[src/rtl/instr_fetch_unit.sv]
// Instruction fetch unit: owns the PC, fetches over a valid/ready memory port and
// holds one instruction for the decoder until the datapath reports completion.
module instr_fetch_unit #(
   parameter int              XLEN     = 32,
   parameter logic [XLEN-1:0] RESET_PC = '0,
   parameter int              CNT_W    = 32
) (
   input  logic             clk,
   input  logic             rst_n,
   output logic             IMemReq,
   output logic [XLEN-1:0]  IMemAddr,
   input  logic             IMemReady,
   input  logic             IMemRValid,
   input  logic [31:0]      IMemRData,
   output logic [31:0]      Instr,
   output logic [6:0]       Op,
   output logic             InstrValid,
   output logic [XLEN-1:0]  PC,
   output logic [XLEN-1:0]  PCPlus4,
   input  logic             ExecDone,
   input  logic             Branch,
   input  logic             Jump,
   input  logic             Zero,
   input  logic [XLEN-1:0]  PCTarget,
   output logic             Fault,
   output logic [CNT_W-1:0] InstrCount
);

   typedef enum logic [2:0] {
      S_IDLE,
      S_FETCH,
      S_WAIT,
      S_HOLD,
      S_FAULT
   } state_t;

   state_t           r_state;
   logic [XLEN-1:0]  r_pc;
   logic [31:0]      r_instr;
   logic             r_req;
   logic             r_valid;
   logic             r_fault;
   logic [CNT_W-1:0] r_count;

   logic             w_pcSrc;
   logic [XLEN-1:0]  w_pcPlus4;
   logic [XLEN-1:0]  w_nextPc;

   assign w_pcSrc   = (Branch & Zero) | Jump;
   assign w_pcPlus4 = r_pc + XLEN'(4);
   assign w_nextPc  = w_pcSrc ? PCTarget : w_pcPlus4;

   // Outputs are registered alongside the state so they never depend on inputs
   always_ff @(posedge clk or negedge rst_n) begin
      if (!rst_n) begin
         r_state <= S_IDLE;
         r_pc    <= RESET_PC;
         r_instr <= '0;
         r_req   <= 1'b0;
         r_valid <= 1'b0;
         r_fault <= 1'b0;
         r_count <= '0;
      end else begin
         case (r_state)
            S_IDLE: begin
               r_state <= S_FETCH;
               r_req   <= 1'b1;
            end
            S_FETCH: begin
               if (IMemReady) begin
                  r_state <= S_WAIT;
                  r_req   <= 1'b0;
               end
            end
            S_WAIT: begin
               if (IMemRValid) begin
                  r_instr <= IMemRData;
                  r_state <= S_HOLD;
                  r_valid <= 1'b1;
               end
            end
            S_HOLD: begin
               if (ExecDone) begin
                  r_count <= r_count + CNT_W'(1);
                  r_valid <= 1'b0;
                  // A misaligned target freezes the PC at the offending instruction
                  if (w_nextPc[1:0] != 2'b00) begin
                     r_fault <= 1'b1;
                     r_state <= S_FAULT;
                  end else begin
                     r_pc    <= w_nextPc;
                     r_req   <= 1'b1;
                     r_state <= S_FETCH;
                  end
               end
            end
            S_FAULT: begin
               r_state <= S_FAULT;
            end
            default: begin
               r_state <= S_IDLE;
               r_req   <= 1'b0;
               r_valid <= 1'b0;
            end
         endcase
      end
   end

   assign IMemReq    = r_req;
   assign IMemAddr   = r_pc;
   assign Instr      = r_instr;
   assign Op         = r_instr[6:0];
   assign InstrValid = r_valid;
   assign PC         = r_pc;
   assign PCPlus4    = w_pcPlus4;
   assign Fault      = r_fault;
   assign InstrCount = r_count;

endmodule

[config.mk]
export PLATFORM = sky130hd
export DESIGN_NAME = instr_fetch_unit
export DESIGN_NICKNAME = d
export VERILOG_FILES = /design/src/rtl/instr_fetch_unit.sv
export SDC_FILE = /design/constraint.sdc
export NUM_CORES = 1
export LEC_CHECK = 0
export ABC_AREA = 1
export CORE_MARGIN = 2
export CORE_UTILIZATION = 48
export CTS_CLUSTER_DIAMETER = 200
export DETAILED_ROUTE_END_ITERATION = 8
export GPL_TIMING_DRIVEN = 0
export PLACE_DENSITY = 0.91
export SETUP_SLACK_MARGIN = 0.15
export SYNTH_ARGS = -nofsm -noshare
export SYNTH_HDL_FRONTEND = slang
export SYNTH_SLANG_ARGS = --single-unit
[constraint.sdc]
create_clock -name clk -period 2.9 [get_ports clk]
set_input_delay 0.435 -clock clk [delete_from_list [all_inputs] [get_ports clk]]
set_output_delay 0.435 -clock clk [all_outputs]
set_load 0.02 [all_outputs]
==> metrics, run 1 <==
CTS buffer count=9; die area=13640 sq um; worst hold-check path type=input port to asynchronous set/reset pin; maximum VDD drop=between 700 and 800 uV; CTS tree=yes; Skew-Pair Late Insertion Delay=0.36 ns; simple-gate share of the synthesized area=33.76%; crit path kind=register to output port; sw frac=between 40% and 50%; hold buffer count at cts=0; clk_skew=0.007211 ns; via/cell ratio=5.015; H-tree depth=3; #FFs+latches synth=102; Slew headroom=between 50% and 60%; total chip power=between 0.008 and 0.009 W; Commonest cells post-synth=nand2_1, nor2_1, dfrtp_1; CP required=2.47 ns; outcome=finished clean; initial antenna violation count=0; # setup viols final=0; ant diodes=0; Synth cell types=31; share of cells above drive strength 1=~14%; Synth Warn #=0; HPWL after detailed placement=between 10000 and 15000 microns; post-synthesis adder-cell area fraction=0.4099%; layout overhead on the synthesized area=49.52%; Antenna Nets Post-Route=0; PortBufs=241; Initial Utilization=a little under 50%; CTS sink count=between 100 and 150; setup TNS=0 ns; ys flop type=dfrtp_1; post-route clock period utilization=between 90% and 100%; GPL Wtd Cong=just over 0.9; Reg power frac=30.2%; FFs w/ async S/R, synth=100.0%; die height=approximately 120 microns; Power Internal=0.004822 W; final worst path period need=2.716 ns; first-pass GRT wire length=28390 microns; combinational power share=55.6%; Mapped Nets=886; largest net degree at the start of global routing=59; final wirelength=18620 microns; Post-synth EDFFs=0; via count=6229; startpoint types=register; Critical Path AT=2.28 ns; vias in the first global route=5769; main combinational cell family by area after synthesis=simple AND/OR/NAND/NOR gates; PwrDens=902.3 nW/um^2; Cells after Synth=812; crit-path max FO=6; count leader, synth=nand2_1; clock root buffer=clkbuf_16; fin util=between 70% and 80%; post-DR wirelength/cell=14.99 microns; Max Fclk=approximately 0.37 GHz; Max-Cap Viols=0; total grt overflow=0; num rows=41; clock power share=14.3%; Initial DRC Count=between 600 and 700; DR DRC count=0; area of the core=12520 sq um; leak pwr=4.261 nW; Reg clk slew, reported paths=0.07 ns; # nets final=~1100; Compound-Gate Fraction of Synth Area=3.443%; Bufs on Longest Clock Path=2; RSZ-0062 raised after global routing=no; # IOs=242; gr usage total=27.03%; post-CTS setup buffer count=0; drt first pass iters=6; Slew @ Worst Pin=0.6375 ns; max-slew violations=0; synthesized area per cell=7.518 sq um; final hold violations=0; Synth area leader=dfrtp_1; Cell Area, Synth=6105 sq um; Synth top area share=about two fifths; sequential area share after synthesis=41.81%; Synth Area in XOR/XNOR=3.874%; width of the die=116.8 microns; Critical Path End Type=output port; multiplexer area fraction after synthesis=5.903%; NetSw=between 0.003 and 0.004 W; Area contributors post-synth=dfrtp_1, nand2_1, nor2_1
[repair_timing]
item	in CTS	in global routing
setup endpoints to repair	20	19
pin swaps	0	1
gates resized for setup	22	32
[flip-flops by register name, summed over array words and instances (netlist names)]
signal / count
IMemAddr: 32
r_state: 3
Instr: 32
InstrValid: 1
Fault: 1
InstrCount: 32
IMemReq: 1
[power groups by stage]
stage               clock network (W)  logic (W)  registers (W)
floorplan                           0    0.00194        0.00291
global placement                    0    0.00451        0.00245
detailed placement                  0    0.00462        0.00247
CTS                           0.00119    0.00460        0.00245
global route                  0.00125    0.00487        0.00255
finish                        0.00117    0.00458        0.00248
[path summary, 6_finish.rpt]
kind	start	to	slack (ns)	cells after the start
worst max register to register	InstrCount[0]$_DFFE_PN0P_	InstrCount[24]$_DFFE_PN0P_	1.18	10
worst max-delay path	IMemAddr[9]$_DFFE_PN0P_	PCPlus4[13]	0.18	7
worst min-delay path	rst_n	IMemAddr[21]$_DFFE_PN0P_	0.09	1
worst min register to register	InstrCount[31]$_DFFE_PN0P_	InstrCount[31]$_DFFE_PN0P_	0.49	1
max in group asynchronous	rst_n	InstrCount[12]$_DFFE_PN0P_	2.09	2
min in group clk	InstrCount[31]$_DFFE_PN0P_	InstrCount[31]$_DFFE_PN0P_	0.49	1
[per-layer routing]
| layer | part of all wire (%) | up-vias | global-route usage [%] |
|---|---|---|---|
| met4 | 3.5 | 0 | 12.78 |
| met3 | 7.9 | 55 | 5.510 |
| met1 | 37 | 2887 | 31.98 |
| li1 | - | 3005 | - |
| met5 | 0 | - | 0 |
| met2 | 51 | 282 | 47.21 |
[metrics by stage]
| stage | hold WS [ns] | cell area, sq um | std cells | worst slack, ns |
|---|---|---|---|---|
| 2_1_floorplan | 0.1394 | 6105 | 812 | 0.9168 |
| 3_3_place_gp | 0.4632 | 8732 | 1225 | -2.580 |
| 3_5_place_dp | 0.4833 | 8757 | 1226 | 0.2905 |
| 4_1_cts | 0.1123 | 9065 | 1242 | 0.02596 |
| 5_1_grt | 0.1344 | 9128 | 1242 | 0.02926 |
| 6_report | 0.09133 | 9128 | 1242 | 0.1839 |
[cells by family after synthesis]
group	after synthesis
buf+inv	124
simple gates	489
flops	102
xor+xnor	27
fa+ha+maj	2
mux	32
compound gates	36
[cell type report]
type	instances	area, sq um
Tap cell	172	215.2
Multi-Input combinational cell	586	2953
Timing Repair Buffer	242	2447
Fill cell	963	3390
Inverter	66	247.7
Sequential cell	102	2575
Clock buffer	12	246.5
Clock inverter	4	31.28
Buffer	58	411.6
[cells in the final DEF, fill, tap and decap left out, types with 10 or more instances in the layout]
master,synthesis,layout
nor2_4,4,12
inv_1,66,66
nand2_1,277,276
dfrtp_2,0,18
clkdlybuf4s50_1,0,221
xor2_1,18,18
dfrtp_1,102,84
mux2_2,32,32
nor2_1,132,125
buf_4,41,42
dlygate4sd2_1,0,10
o21ai_0,27,26
nand3_1,38,38
[critical path, stage by stage (launching register included)]
cell and delay (ns):
dfrtp_1 0.46, nand2_1 0.18, nor2_1 0.21, inv_1 0.12, nor2_4 0.18, nand2_1 0.07
nand2_1 0.09, clkdlybuf4s50_1 0.61
No activity file was read; power rests on OpenSTA's default activity.
==> run 2: changes to the inputs <==
CAP_MARGIN = 20   (was unset)
CORE_UTILIZATION = 44   (was 48)
CTS_CLUSTER_SIZE = 8   (was unset)
PLACE_DENSITY = 0.85   (was 0.91)
clock period = 2.66 ns   (was 2.9 ns; I/O delays follow)
==> metrics, run 2 (synthesis gave the netlist of run 1 again) <==
share of cells above drive strength 1=14.86% (+0.75 points); area of the core=13720 sq um (+9.6%); CTS tree=yes; commonest non-fill, non-tap cells in the layout=nand2_1, clkdlybuf4s50_1, nor2_1, dfrtp_1, inv_1; # IOs=242 (unchanged); first-pass GRT wire length=29040 microns (+2.3%); CTS sink count=102 (unchanged); Reg clk slew, reported paths=0.07 ns (about the same); gr usage total=24.81% (-2.2 points); fin util=66.40% (-6.5 points); Initial Utilization=44.50% (-4.3 points); vias in the first global route=5902 (+2.3%); DR DRC count=0 (unchanged); initial antenna violation count=0 (unchanged); largest net degree at the start of global routing=62 (+5.1%); clk_skew=0.004113 ns (-0.003099 ns); Antenna Nets Post-Route=0 (unchanged); CP required=2.26 ns (-0.21 ns); die area=14830 sq um (+8.8%); final hold violations=0 (unchanged); total grt overflow=0 (unchanged); Area after DPL=8767 sq um (+0.11%); clock root buffer=clkbuf_16; Bufs on Longest Clock Path=2 (unchanged); via count=6104 (-2.0%); startpoint types=register; fillcell total=1155 (+20%); HPWL after detailed placement=13780 microns (-1.1%); post-DR wirelength/cell=14.54 microns (-3.0%); Slew @ Worst Pin=0.6310 ns (-0.006447 ns); RSZ-0062 raised after global routing=yes; most common cell after layout, fill and taps aside=nand2_1; worst hold-check path type=input port to asynchronous set/reset pin; post-route cell area=9110 sq um (-0.19%); Critical Path End Type=output port; R2R setup slack=0.97 ns (-0.21 ns); outcome=finished clean; Max-Cap Viols=0 (unchanged); ant diodes=0 (unchanged); layout overhead on the synthesized area=49.23%; Critical Path AT=2.04 ns (-0.24 ns); Skew-Pair Late Insertion Delay=0.35 ns (about the same); num rows=43 (+4.9%); # setup viols final=0 (unchanged); final wirelength=18180 microns (-2.4%); placed cell count=1234 (+0.65%); crit path kind=register to output port; post-route clock period utilization=91.80%; via/cell ratio=4.883 (-2.6%); final std cells w/o fill=1250 (+0.64%); Max Fclk=0.4095 GHz; drt first pass iters=4 (-2); width of the die=121.8 microns (+4.3%); Initial DRC Count=453 (-26%); die height=121.8 microns (+4.3%); GPL Wtd Cong=0.9374 (+0.27%); max-slew violations=0 (unchanged); H-tree depth=3 (unchanged); hold buffer count at cts=0 (unchanged); final worst path period need=2.442 ns; CTS buffer count=9 (unchanged); Slew headroom=57.93% (+0.43 points); maximum VDD drop=586.8 uV (-17%); leak pwr=4.197 nW (-1.5%); crit-path max FO=7 (+1); PortBufs=241 (unchanged); PwrDens=986.9 nW/um^2 (+9.4%); # nets final=1141 (+0.18%)
-- run 2: cell count changes in the layout (fill, tap and decap cells not counted), sizes merged --
cell	delta
dlymetal6s2s	-8
clkbuf	+7
clkdlybuf4s50	-7
clkdlybuf4s15	+5
clkinv	-3
buf	+2
clkinvlp	+2
dlygate4sd2	+2
bufinv	+1
inv	-1
-- run 2: critical path: stages, from the launching register on --
cell and delay, ns:
dfrtp_1 0.42, ha_1 0.20, nand2_1 0.11, nor2_4 0.17, nand2_4 0.12, nor2_4 0.16, nand3_1 0.12, nand2_1 0.09
clkdlybuf4s15_1 0.30
-- run 2: what timing repair did --
| item | CTS | global route |
|---|---|---|
| endpoints found under the hold margin | 0 | 0 |
| cloned | 0 | 0 |
| resized for setup | 48 | 31 |
| setup buffers | 2 | 0 |
| setup endpoints to repair | 26 | 19 |
-- run 2: final cells by class --
type	instances	area [sq um]	share of cell area, %
flip-flops and latches	102	2570	28.21
clock inverters	3	45.04	0.4944
clock buffers	11	252.7	2.774
multi-input cells	586	2958	32.47
plain buffers	58	411.6	4.519
inverters	66	247.7	2.719
repair buffers	244	2400	26.34
well taps	180	225.2	2.472
-- run 2: through the flow --
stage / hold slack (ns) / total power, W / TNS (ns) / setup WS, ns
5_1_grt: 0.08951 / 0.009505 / 0 / 0.09247
6_report: 0.05898 / 0.008990 / 0 / 0.2181
3_3_place_gp: 0.4608 / 0.007610 / -287.63 / -2.830
3_5_place_dp: 0.4411 / 0.007723 / 0 / 0.04180
4_1_cts: 0.06546 / 0.009044 / 0 / 0.1500
2_1_floorplan: 0.1034 / 0.005282 / 0 / 0.7128
-- run 2: metal layers --
layer	GRT usage, %	share of wire (%)	vias to the layer above
met4	11.49	3.4	0
met2	42.25	50	219
met3	4.167	5.7	47
li1	-	-	2999
met1	30.74	41	2839
met5	0	0	-
-- run 2: path summary, 6_finish.rpt --
check	depth (start not counted)	end	from
max	8	PCPlus4[28]	IMemAddr[3]$_DFFE_PN0P_
min	1	IMemAddr[26]$_DFFE_PN0P_	rst_n
max reg2reg	10	InstrCount[24]$_DFFE_PN0P_	InstrCount[0]$_DFFE_PN0P_
min reg2reg	1	InstrCount[31]$_DFFE_PN0P_	InstrCount[31]$_DFFE_PN0P_
max in group asynchronous	2	InstrCount[24]$_DFFE_PN0P_	rst_n
min in group clk	1	InstrCount[31]$_DFFE_PN0P_	InstrCount[31]$_DFFE_PN0P_
-- run 2: report_power, final --
group	total, W	switching, W	internal (W)
combinational	0.00494	0.00248	0.00246
sequential	0.00270	0.000612	0.00209
clock	0.00135	0.000578	0.000771
total	0.00899	0.00367	0.00532
